### src/rtl/inst_fetch.sv
// inst_fetch: in-order instruction fetch with a DEPTH-entry buffer, redirect flushing and stale-response discard
module inst_fetch #(
  parameter logic [31:0] RESET_PC = 32'h0000_0000,
  parameter int DEPTH = 2
) (
  input  logic        clk,
  input  logic        rst_n,
  output logic        imem_req_valid,
  output logic [31:0] imem_req_addr,
  input  logic        imem_req_ready,
  input  logic        imem_rsp_valid,
  input  logic [31:0] imem_rsp_data,
  input  logic        redirect_valid,
  input  logic [31:0] redirect_pc,
  output logic        out_valid,
  output logic [31:0] out_pc,
  output logic [31:0] out_instr,
  input  logic        out_ready,
  output logic        err_unexpected
);
  localparam int AW = $clog2(DEPTH);
  localparam int CW = AW + 1;
  logic [31:0] pc_q [DEPTH];
  logic [31:0] instr_q [DEPTH];
  logic [31:0] fetch_pc;
  logic [AW-1:0] head, tail, fill_idx;
  logic [CW-1:0] alloc_cnt, fill_cnt, discard_cnt, pend;
  logic accept, pop, fill, spurious;
  always_comb begin
    pend = alloc_cnt - fill_cnt;
    tail = head + alloc_cnt[AW-1:0];
    fill_idx = head + fill_cnt[AW-1:0];
    imem_req_valid = rst_n && !redirect_valid && (alloc_cnt + discard_cnt < CW'(DEPTH));
    imem_req_addr = fetch_pc;
    accept = imem_req_valid && imem_req_ready;
    fill = imem_rsp_valid && discard_cnt == '0 && pend != '0;
    spurious = imem_rsp_valid && discard_cnt == '0 && pend == '0;
    out_valid = fill_cnt != '0 && !redirect_valid;
    out_pc = pc_q[head];
    out_instr = instr_q[head];
    pop = out_valid && out_ready;
  end
  always_ff @(posedge clk or negedge rst_n) begin
    if (!rst_n) begin
      fetch_pc <= RESET_PC;
      head <= '0;
      alloc_cnt <= '0;
      fill_cnt <= '0;
      discard_cnt <= '0;
      err_unexpected <= 1'b0;
    end else begin
      err_unexpected <= err_unexpected || spurious;
      if (redirect_valid) begin
        fetch_pc <= {redirect_pc[31:2], 2'b00};
        head <= '0;
        alloc_cnt <= '0;
        fill_cnt <= '0;
        discard_cnt <= pend + discard_cnt - CW'(imem_rsp_valid && !spurious);
      end else begin
        if (accept) fetch_pc <= fetch_pc + 32'd4;
        head <= head + AW'(pop);
        alloc_cnt <= alloc_cnt + CW'(accept) - CW'(pop);
        fill_cnt <= fill_cnt + CW'(fill) - CW'(pop);
        discard_cnt <= discard_cnt - CW'(imem_rsp_valid && discard_cnt != '0);
      end
    end
  end
  always_ff @(posedge clk) begin
    if (accept) pc_q[tail] <= fetch_pc;
    if (fill) instr_q[fill_idx] <= imem_rsp_data;
  end
endmodule

### config.mk
export PLATFORM = sky130hd
export DESIGN_NAME = inst_fetch
export DESIGN_NICKNAME = d
export VERILOG_FILES = /design/src/rtl/inst_fetch.sv
export SDC_FILE = /design/constraint.sdc
export NUM_CORES = 1
export LEC_CHECK = 0
export BUFFER_PORTS_ARGS = -buffer_cell sky130_fd_sc_hd__buf_2
export CAP_MARGIN = 20
export CORE_MARGIN = 5
export CORE_UTILIZATION = 45
export CTS_CLUSTER_SIZE = 30
export DETAILED_ROUTE_END_ITERATION = 7
export GPL_TIMING_DRIVEN = 1
export PLACE_DENSITY = 0.67
export SLEW_MARGIN = 25
export SYNTH_ARGS = -nofsm -noshare
export SYNTH_HDL_FRONTEND = slang
export SYNTH_SLANG_ARGS = --single-unit
### constraint.sdc
create_clock -name clk -period 4.3 [get_ports clk]
set_input_delay 0.43 -clock clk [delete_from_list [all_inputs] [get_ports clk]]
set_output_delay 0.43 -clock clk [all_outputs]
set_load 0.02 [all_outputs]
==> results.json, run 1 <==
{
  "ys.flop_type": "edfxtp_1",
  "clkSlewWorstSetupHoldPaths_ns": 0.07,
  "finalSetupTns_ns": 0,
  "cts_hold_buf": 0,
  "ys_seq_elements": 162,
  "critPathArrivalTime_ns": 2.30,
  "fill_cells": 1225,
  "routed_wl_um": 15250,
  "tightestPinTransition_ns": 1.031,
  "stdcell_area_mm2": 0.008746,
  "hp-class": "input pin to async pin",
  "vias": 4470,
  "min_period_ns": 2.729,
  "wl_per_cell_um": 17.82,
  "cts_tree": "yes",
  "port_buffers": 162,
  "status": "completed",
  "cp-start-kind": "flop",
  "die_h_um": 135.1,
  "syn_inst": 468,
  "worst_slack_ns": 1.571,
  "placed_cells": 824,
  "synthArstFlopShare_pct": 23.46,
  "dp_slack_ns": 1.368,
  "ios": 169,
  "drt_iter0_drc": 148,
  "ant_nets": 0,
  "mostFrequentLayoutCells": "buf_2 (162), edfxtp_1 (124), mux2_2 (62)",
  "drive_gt1_share_pct": 43.41,
  "slew_headroom_pct": 31.11,
  "maxCapViolCount": 0,
  "drv_slew": 0,
  "first_global_vias": 4764,
  "regArea_mm2": 0.004676,
  "core-area_mm2": 0.01526,
  "die_x_um": 135.1,
  "synth_area_mm2": 0.007047,
  "power_density_mw_per_mm2": 489.0,
  "numCtsBuffers": 17,
  "synth_warnings": 0,
  "clockBufferDepth": 2,
  "diodes": 0,
  "finClkSkew_ns": 0.01004,
  "whs_ns": 0.1354,
  "drc": 0,
  "hpwlAfterDp_um": 10300,
  "place_congestion": 0.7787,
  "p_total_mw": 4.277,
  "dpl_cell_area_mm2": 0.008070,
  "synth.avg_cell_area_um2": 15.06,
  "antenna_found_initial": 0,
  "firstDrtPassIters": 4,
  "p_leak_nw": 3.262,
  "ys_seq_area_share_pct": 66.34,
  "viasPerCell": 5.222,
  "rsz0062_at_grt": "false",
  "final_common_cell": "buf_2",
  "multi_input_area_mm2": 0.002233,
  "synth_edf_count": 124,
  "dieArea_mm2": 0.01826,
  "ir_drop_mv": 0.3080,
  "finalNonFillerCells": 856,
  "syn_to_final_growth_pct": 24.11,
  "nets": 711,
  "hold_viol_final": 0,
  "fin_crit_sh_pct": 63.46,
  "synth_cell_types": 39,
  "finalSetupViolCount": 0,
  "postCtsResizedCells": 0,
  "critPathKind": "flop to output port",
  "fin_util_pct": 57.32,
  "overflow": 0,
  "post-cts-setup-buffers": 0,
  "start_util_pct": 46.18,
  "clock-root-buffer": "clkbuf_16",
  "crit_path_end_kind": "output port",
  "fmax_mhz": 366.4,
  "grt_start_max_net_pins": 78,
  "cp_max_fo": 48,
  "htree_levels": 4,
  "rows": 45,
  "insertion_delay_ns": 0.42,
  "required_ns": 3.87,
  "track_usage_pct": 17.12,
  "clkSinkCount": 162,
  "grt_pass1_wl_um": 24270
}
-- state kept, by name, summed over array words and instances, names as in the netlist --
register,flops
instr_q,64
pc_q,60
imem_req_addr,30
alloc_cnt,2
discard_cnt,2
fill_cnt,2
err_unexpected,1
head,1
-- synthesized netlist by cell type (11+ instances only) --
cell | instances | area, um2
clkbuf_1 | 18 | 67.56
dfrtp_1 | 38 | 950.9
edfxtp_1 | 124 | 3724
mux2_2 | 62 | 698.2
nand2_1 | 35 | 131.4
nand3_1 | 11 | 55.05
nor2_1 | 16 | 60.06
o21ai_0 | 18 | 90.09
xnor2_1 | 32 | 280.3
-- cells by family (layout without fill, tap and decap cells) --
family | after synthesis | after routing | synth area share, %
and+or+nand+nor | 109 | 109 | 7.972
other | 1 | 4 | 0.05322
buffers and inverters | 36 | 210 | 2.415
xor gates and xnor gates | 35 | 35 | 4.350
muxes | 64 | 64 | 10.19
AOI/OAI and AO/OA | 52 | 52 | 7.085
adders and majority gates | 9 | 9 | 1.598
DFF | 162 | 162 | 66.34
-- worst max-delay path, cell delays in order (launching register included) --
cell and delay (ns):
dfrtp_2 0.64, buf_4 0.60, mux2_2 0.43, buf_2 0.16
-- routing by layer --
layer | vias up | track usage [%] | share of wire [%]
met5 | - | 0 | 0
met4 | 0 | 6.495 | 1.2
met3 | 15 | 5.609 | 7.5
met2 | 148 | 28.24 | 49
met1 | 2209 | 21.04 | 42
li1 | 2098 | - | -
-- final timing paths --
check                                    end  depth (start not counted)              from  slack [ns]
max                             out_instr[1]                          3              head        1.57
min                         imem_req_addr[9]                          2             rst_n        0.14
max reg2reg                imem_req_addr[27]                          5    discard_cnt[1]        1.64
min reg2reg                   err_unexpected                          1    err_unexpected        0.47
max in group asynchronous               head                          2             rst_n        3.78
min in group clk               instr_q[0][5]                          1  imem_rsp_data[5]        0.20
-- cell type report --
class / instances / area share [%]
multi-input cells: 273 / 25.54
clock inverters: 15 / 2.861
inverters: 9 / 0.3863
well taps: 211 / 3.019
clock buffers: 17 / 4.864
repair buffers: 169 / 9.871
flip-flops and latches: 162 / 53.46
-- power breakdown --
| part | internal (mW) | switching (mW) |
|---|---|---|
| logic | 0.267 | 0.401 |
| clock network | 1.10 | 0.617 |
| registers | 1.80 | 0.0918 |
| total | 3.17 | 1.11 |
No activity file was read; power rests on OpenSTA's default activity.
==> run 2: changes to the inputs <==
clock period = 2.83 ns   (was 4.3 ns; I/O delays follow)
==> results.json, run 2 (synthesis gave the netlist of run 1 again) <==
{
  "grt_start_max_net_pins": 70,
  "fin_util_pct": 57.20,
  "syn_to_final_growth_pct": 23.85,
  "insertion_delay_ns": 0.42,
  "cp_top_family": "XOR/XNOR gates",
  "p_total_mw": 6.152,
  "clkSlewWorstSetupHoldPaths_ns": 0.06,
  "ant_nets": 0,
  "worst_slack_ns": 0.3023,
  "dpl_cell_area_mm2": 0.008130,
  "clkSinkCount": 162,
  "vias": 4478,
  "hold_viol_final": 0,
  "critPathArrivalTime_ns": 2.82,
  "overflow": 0,
  "tightestPinTransition_ns": 0.6672,
  "path_buf_inv": 1,
  "cpMostUsedCell": "xnor2_1",
  "mostFrequentLayoutCells": "buf_2 (162), edfxtp_1 (124), mux2_2 (62)",
  "post-cts-setup-buffers": 0,
  "wl_per_cell_um": 17.61,
  "stdcell_area_mm2": 0.008727,
  "cts_tree": "yes",
  "finalSetupViolCount": 0,
  "cp_max_fo": 3,
  "finalSetupTns_ns": 0,
  "p_leak_nw": 3.256,
  "hp-class": "input pin to flop",
  "hpwlAfterDp_um": 10740,
  "ios": 169,
  "largest_reg_flops": 64,
  "cp-start-kind": "flop",
  "drv_slew": 0,
  "core-area_mm2": 0.01526,
  "crit_slowest_cell": "dfrtp_1",
  "drc": 0,
  "track_usage_pct": 17.14,
  "fmax_mhz": 395.6,
  "final_common_cell": "buf_2",
  "critPathKind": "flop to flop",
  "routed_wl_um": 15250,
  "numCtsBuffers": 17,
  "dieArea_mm2": 0.01826,
  "dp_slack_ns": 0.2837,
  "ir_drop_mv": 0.4700,
  "slew_headroom_pct": 54.37,
  "clock-root-buffer": "clkbuf_16",
  "required_ns": 3.13,
  "rsz0062_at_grt": "false",
  "die_x_um": 135.1,
  "clockBufferDepth": 2,
  "first_global_vias": 4785,
  "drt_iter0_drc": 167,
  "htree_levels": 4,
  "min_period_ns": 2.528,
  "die_h_um": 135.1,
  "place_congestion": 0.7896,
  "nets": 720,
  "rows": 45,
  "start_util_pct": 46.18,
  "power_density_mw_per_mm2": 704.9,
  "port_buffers": 162,
  "status": "completed",
  "antenna_found_initial": 2,
  "finClkSkew_ns": 0.006068,
  "drive_gt1_share_pct": 43.73,
  "fin_crit_sh_pct": 89.32,
  "grt_pass1_wl_um": 24320,
  "viasPerCell": 5.171,
  "crit_chain": "xnor2_1 -> nand2_1 -> o31a_2 -> ha_1 -> inv_1 -> ha_1 -> xnor2_1 -> xnor2_1 -> xnor2_1 -> mux2i_1 -> xnor2_1",
  "max_stage_delay_ns": 0.42,
  "firstDrtPassIters": 5,
  "fill_cells": 1251,
  "largest_register": "instr_q",
  "maxCapViolCount": 0,
  "crit_path_end_kind": "flop"
}
==> run 2: layer usage <==
metal / share of wire (%) / global-route usage [%] / vias up
met5: 0.085 / 0 / -
met4: 1.7 / 6.495 / 2
met3: 7.7 / 5.795 / 23
met2: 50 / 28.57 / 141
met1: 41 / 20.68 / 2199
li1: - / - / 2113
==> run 2: path summary, 6_finish.rpt <==
check,start,to,slack (ns),depth (start not counted)
max in group asynchronous,rst_n,head,1.92,3
worst min register to register,err_unexpected,err_unexpected,0.49,1
worst min-delay path,imem_rsp_data[28],instr_q[1][28],0.05,1
worst max register to register,fill_cnt[1],discard_cnt[1],0.30,11
min in group asynchronous,rst_n,fill_cnt[1],0.54,3
worst max-delay path,fill_cnt[1],discard_cnt[1],0.30,11
==> run 2: power breakdown <==
group,switching [mW],internal [mW]
registers,0.140,2.74
logic,0.608,0.413
clock network,0.940,1.31
total,1.69,4.46
==> run 2: final cells by class <==
class	count	area, um2	area share, %
clock buffers	18	429.2	4.918
clock inverters	14	155.1	1.778
inverters	9	33.78	0.3871
well taps	211	264.0	3.025
flip-flops and latches	162	4676	53.58
multi-input cells	273	2233	25.59
repair buffers	178	933.4	10.70
diodes	1	2.502	0.02867
==> run 2: stage by stage <==
stage / hold WS [ns] / cells
after floorplan: -0.01259 / 471
after global placement: 0.4077 / 832
after detailed placement: 0.4095 / 832
after CTS: 0.03074 / 865
after global routing: 0.03267 / 866
final: 0.05136 / 866
==> run 2: timing repair <==
item,in CTS,in global routing
endpoints found under the setup margin,0,0
endpoints found under the hold margin,38,0
gates resized for setup,0,0
hold buffers,1,0
==> run 3: changes to the inputs <==
ABC_AREA = 1   (was not set)
PLACE_DENSITY = 0.66   (was 0.67)
RECOVER_POWER = 50   (was not set)
==> results.json, run 3 <==
{
  "status": "completed",
  "core-area_mm2": 0.01641,
  "cp-start-kind": "flop",
  "crit_chain": "inv_2 -> buf_12 -> nand2_1 -> nand2_1 -> buf_2",
  "combinationalPowerShare_pct": 18.6,
  "clockBufferDepth": 2,
  "min_period_ns": 2.400,
  "worst_slack_ns": 0.4301,
  "netlist.area_leader.share_pct": 49.88,
  "gr-usage-met1_pct": 23.94,
  "hold_viol_final": 0,
  "routed_wl_um": 17320,
  "grt_busiest_layer": "met2",
  "track_usage_pct": 18.03,
  "ant_nets": 0,
  "whs_ns": 0.04163,
  "syn_inst": 784,
  "critPathArrivalTime_ns": 2.12,
  "die_x_um": 138.8,
  "required_ns": 2.55,
  "grt_pass1_wl_um": 27520,
  "clkSlewWorstSetupHoldPaths_ns": 0.08,
  "dp_slack_ns": 0.8447,
  "firstDrtPassIters": 6,
  "r2r_cells": 6,
  "crit_slowest_cell": "dfrtp_2",
  "synth_warnings": 0,
  "power_frac_seq_pct": 46.9,
  "fmax_mhz": 416.7,
  "viasPerCell": 4.740,
  "drv_slew": 0,
  "maxCapViolCount": 0,
  "slew_headroom_pct": 33.41,
  "tightestPinTransition_ns": 0.9989,
  "syn_to_final_growth_pct": 21.09,
  "port_buffers": 162,
  "rrSetupSlack_ns": 0.66,
  "ys_seq_area_share_pct": 62.62,
  "cp_max_fo": 41,
  "max_stage_delay_ns": 0.58,
  "power_density_mw_per_mm2": 706.8,
  "rows": 47,
  "numCtsBuffers": 17,
  "synth_edf_count": 124,
  "synth.most_common_cell": "nand2_1",
  "final_common_cell": "nand2_1",
  "synth.avg_cell_area_um2": 9.521,
  "antenna_found_initial": 1,
  "yosys.area.top_type": "edfxtp_1",
  "r2r-end": "pc_q[1][20]",
  "p_total_mw": 6.389,
  "rsz0062_at_grt": "false",
  "finalSetupTns_ns": 0,
  "synthArstFlopShare_pct": 23.46,
  "post-cts-setup-buffers": 0,
  "ys.flop_type": "edfxtp_1",
  "dieArea_mm2": 0.01926,
  "htree_levels": 4,
  "synth.area.top_cells": "edfxtp_1 (50%), nand2_1 (19%), dfrtp_1 (13%)",
  "critPathKind": "flop to output port",
  "endpoint": "out_pc[13]",
  "synth_commonest_cells": "nand2_1 (377), edfxtp_1 (124), nand3_1 (52), nor2_1 (52), inv_1 (44)",
  "synth_area_mm2": 0.007465,
  "hpwlAfterDp_um": 12420,
  "drive_gt1_share_pct": 18.18,
  "mostFrequentLayoutCells": "nand2_1 (377), edfxtp_1 (124), buf_2 (114)",
  "place_congestion": 0.8823,
  "ios": 169,
  "intPower_mw": 4.363,
  "die_h_um": 138.8,
  "placed_cells": 1155,
  "first_global_vias": 5215,
  "drc": 0,
  "grt_start_max_net_pins": 49,
  "vias": 5641,
  "ir_drop_mv": 0.4351,
  "wl_per_cell_um": 14.55,
  "r2r_start": "discard_cnt[1]",
  "cpMostUsedCell": "nand2_1",
  "fin_crit_sh_pct": 84.80,
  "p_clk_share_pct": 34.5,
  "overflow": 0,
  "gr-usage-met2_pct": 29.51,
  "ys_seq_elements": 162,
  "grtUsageMet3_pct": 4.586,
  "finalNonFillerCells": 1190,
  "largest_register": "instr_q",
  "finalSetupViolCount": 0,
  "insertion_delay_ns": 0.43,
  "nets": 1034,
  "clkSinkCount": 162,
  "power.switching_mw": 2.026,
  "p_leak_nw": 3.980,
  "cts_tree": "yes",
  "hp-class": "input pin to flop",
  "switching_share_pct": 31.71,
  "start_util_pct": 45.50,
  "finClkSkew_ns": 0.01887,
  "crit_path_end_kind": "output port",
  "drt_iter0_drc": 357,
  "synth_cell_types": 34,
  "largest_reg_flops": 64,
  "clock-root-buffer": "clkbuf_16",
  "cp-startpoint": "head"
}
[run 3: through the flow]
stage	instance area [um2]	util [%]
2_1_floorplan	7476	-
3_3_place_gp	8524	51.96
3_5_place_dp	8524	51.96
4_1_cts	9116	55.56
5_1_grt	9036	55.08
6_report	9039	55.09
[run 3: critical path, delay by kind of cell, from the launching register on]
family | cells | cell delay, ns
simple gates | 2 | 0.14
flops | 1 | 0.58
buf+inv | 3 | 0.94
[run 3: worst min-delay path by stage]
stage	startpoint	endpoint	slack [ns]	depth (start not counted)
3_3_place_gp	rst_n	imem_req_addr[26]	0.43	2
4_1_cts	imem_rsp_data[2]	instr_q[0][2]	0.02	1
3_5_place_dp	rst_n	imem_req_addr[26]	0.43	2
2_1_floorplan	rst_n	alloc_cnt[0]	-0.01	0
5_1_grt	imem_rsp_data[9]	instr_q[0][9]	0.02	1
6_report	imem_rsp_data[4]	instr_q[0][4]	0.04	1
[run 3: power groups by stage]
stage                     logic, mW  clock network [mW]  registers, mW
after floorplan               0.786                   0           3.05
after global placement         1.21                   0           3.04
after detailed placement       1.23                   0           3.04
after CTS                      1.24                2.24           2.99
after global routing           1.34                2.38           3.03
final                          1.19                2.20           2.99
[run 3: area by class of cell]
| cell class | instances | area [um2] |
|---|---|---|
| Fill cell | 1499 | 7368 |
| Sequential cell | 162 | 4676 |
| Multi-Input combinational cell | 549 | 2447 |
| Timing Repair Buffer | 177 | 872.1 |
| Clock buffer | 17 | 425.4 |
| Tap cell | 220 | 275.3 |
| Inverter | 48 | 181.4 |
| Clock inverter | 15 | 156.4 |
| Antenna cell | 2 | 5.005 |
[run 3: routing by layer]
metal	vias up	share of wire (%)
met5	-	0
met3	22	5.2
li1	2881	-
met4	0	1.6
met1	2596	45
met2	142	48
[run 3: timing repair]
action	4_1_cts	5_1_grt
endpoints found under the hold margin	38	0
gates resized for setup	0	0
hold buffers	1	0
[run 3: kinds of logic (layout without fill, tap and decap cells)]
kind of cell    count (synthesis)  after routing  synth area share (%)
mux                             1              1                0.1341
buf+inv                        76            257                 4.794
other cells                     1              6               0.05024
xor+xnor                       19             19                 2.229
compound gates                 12             12                 1.006
flops                         162            162                 62.62
simple gates                  504            504                 27.66
fa+ha+maj                       9              9                 1.509
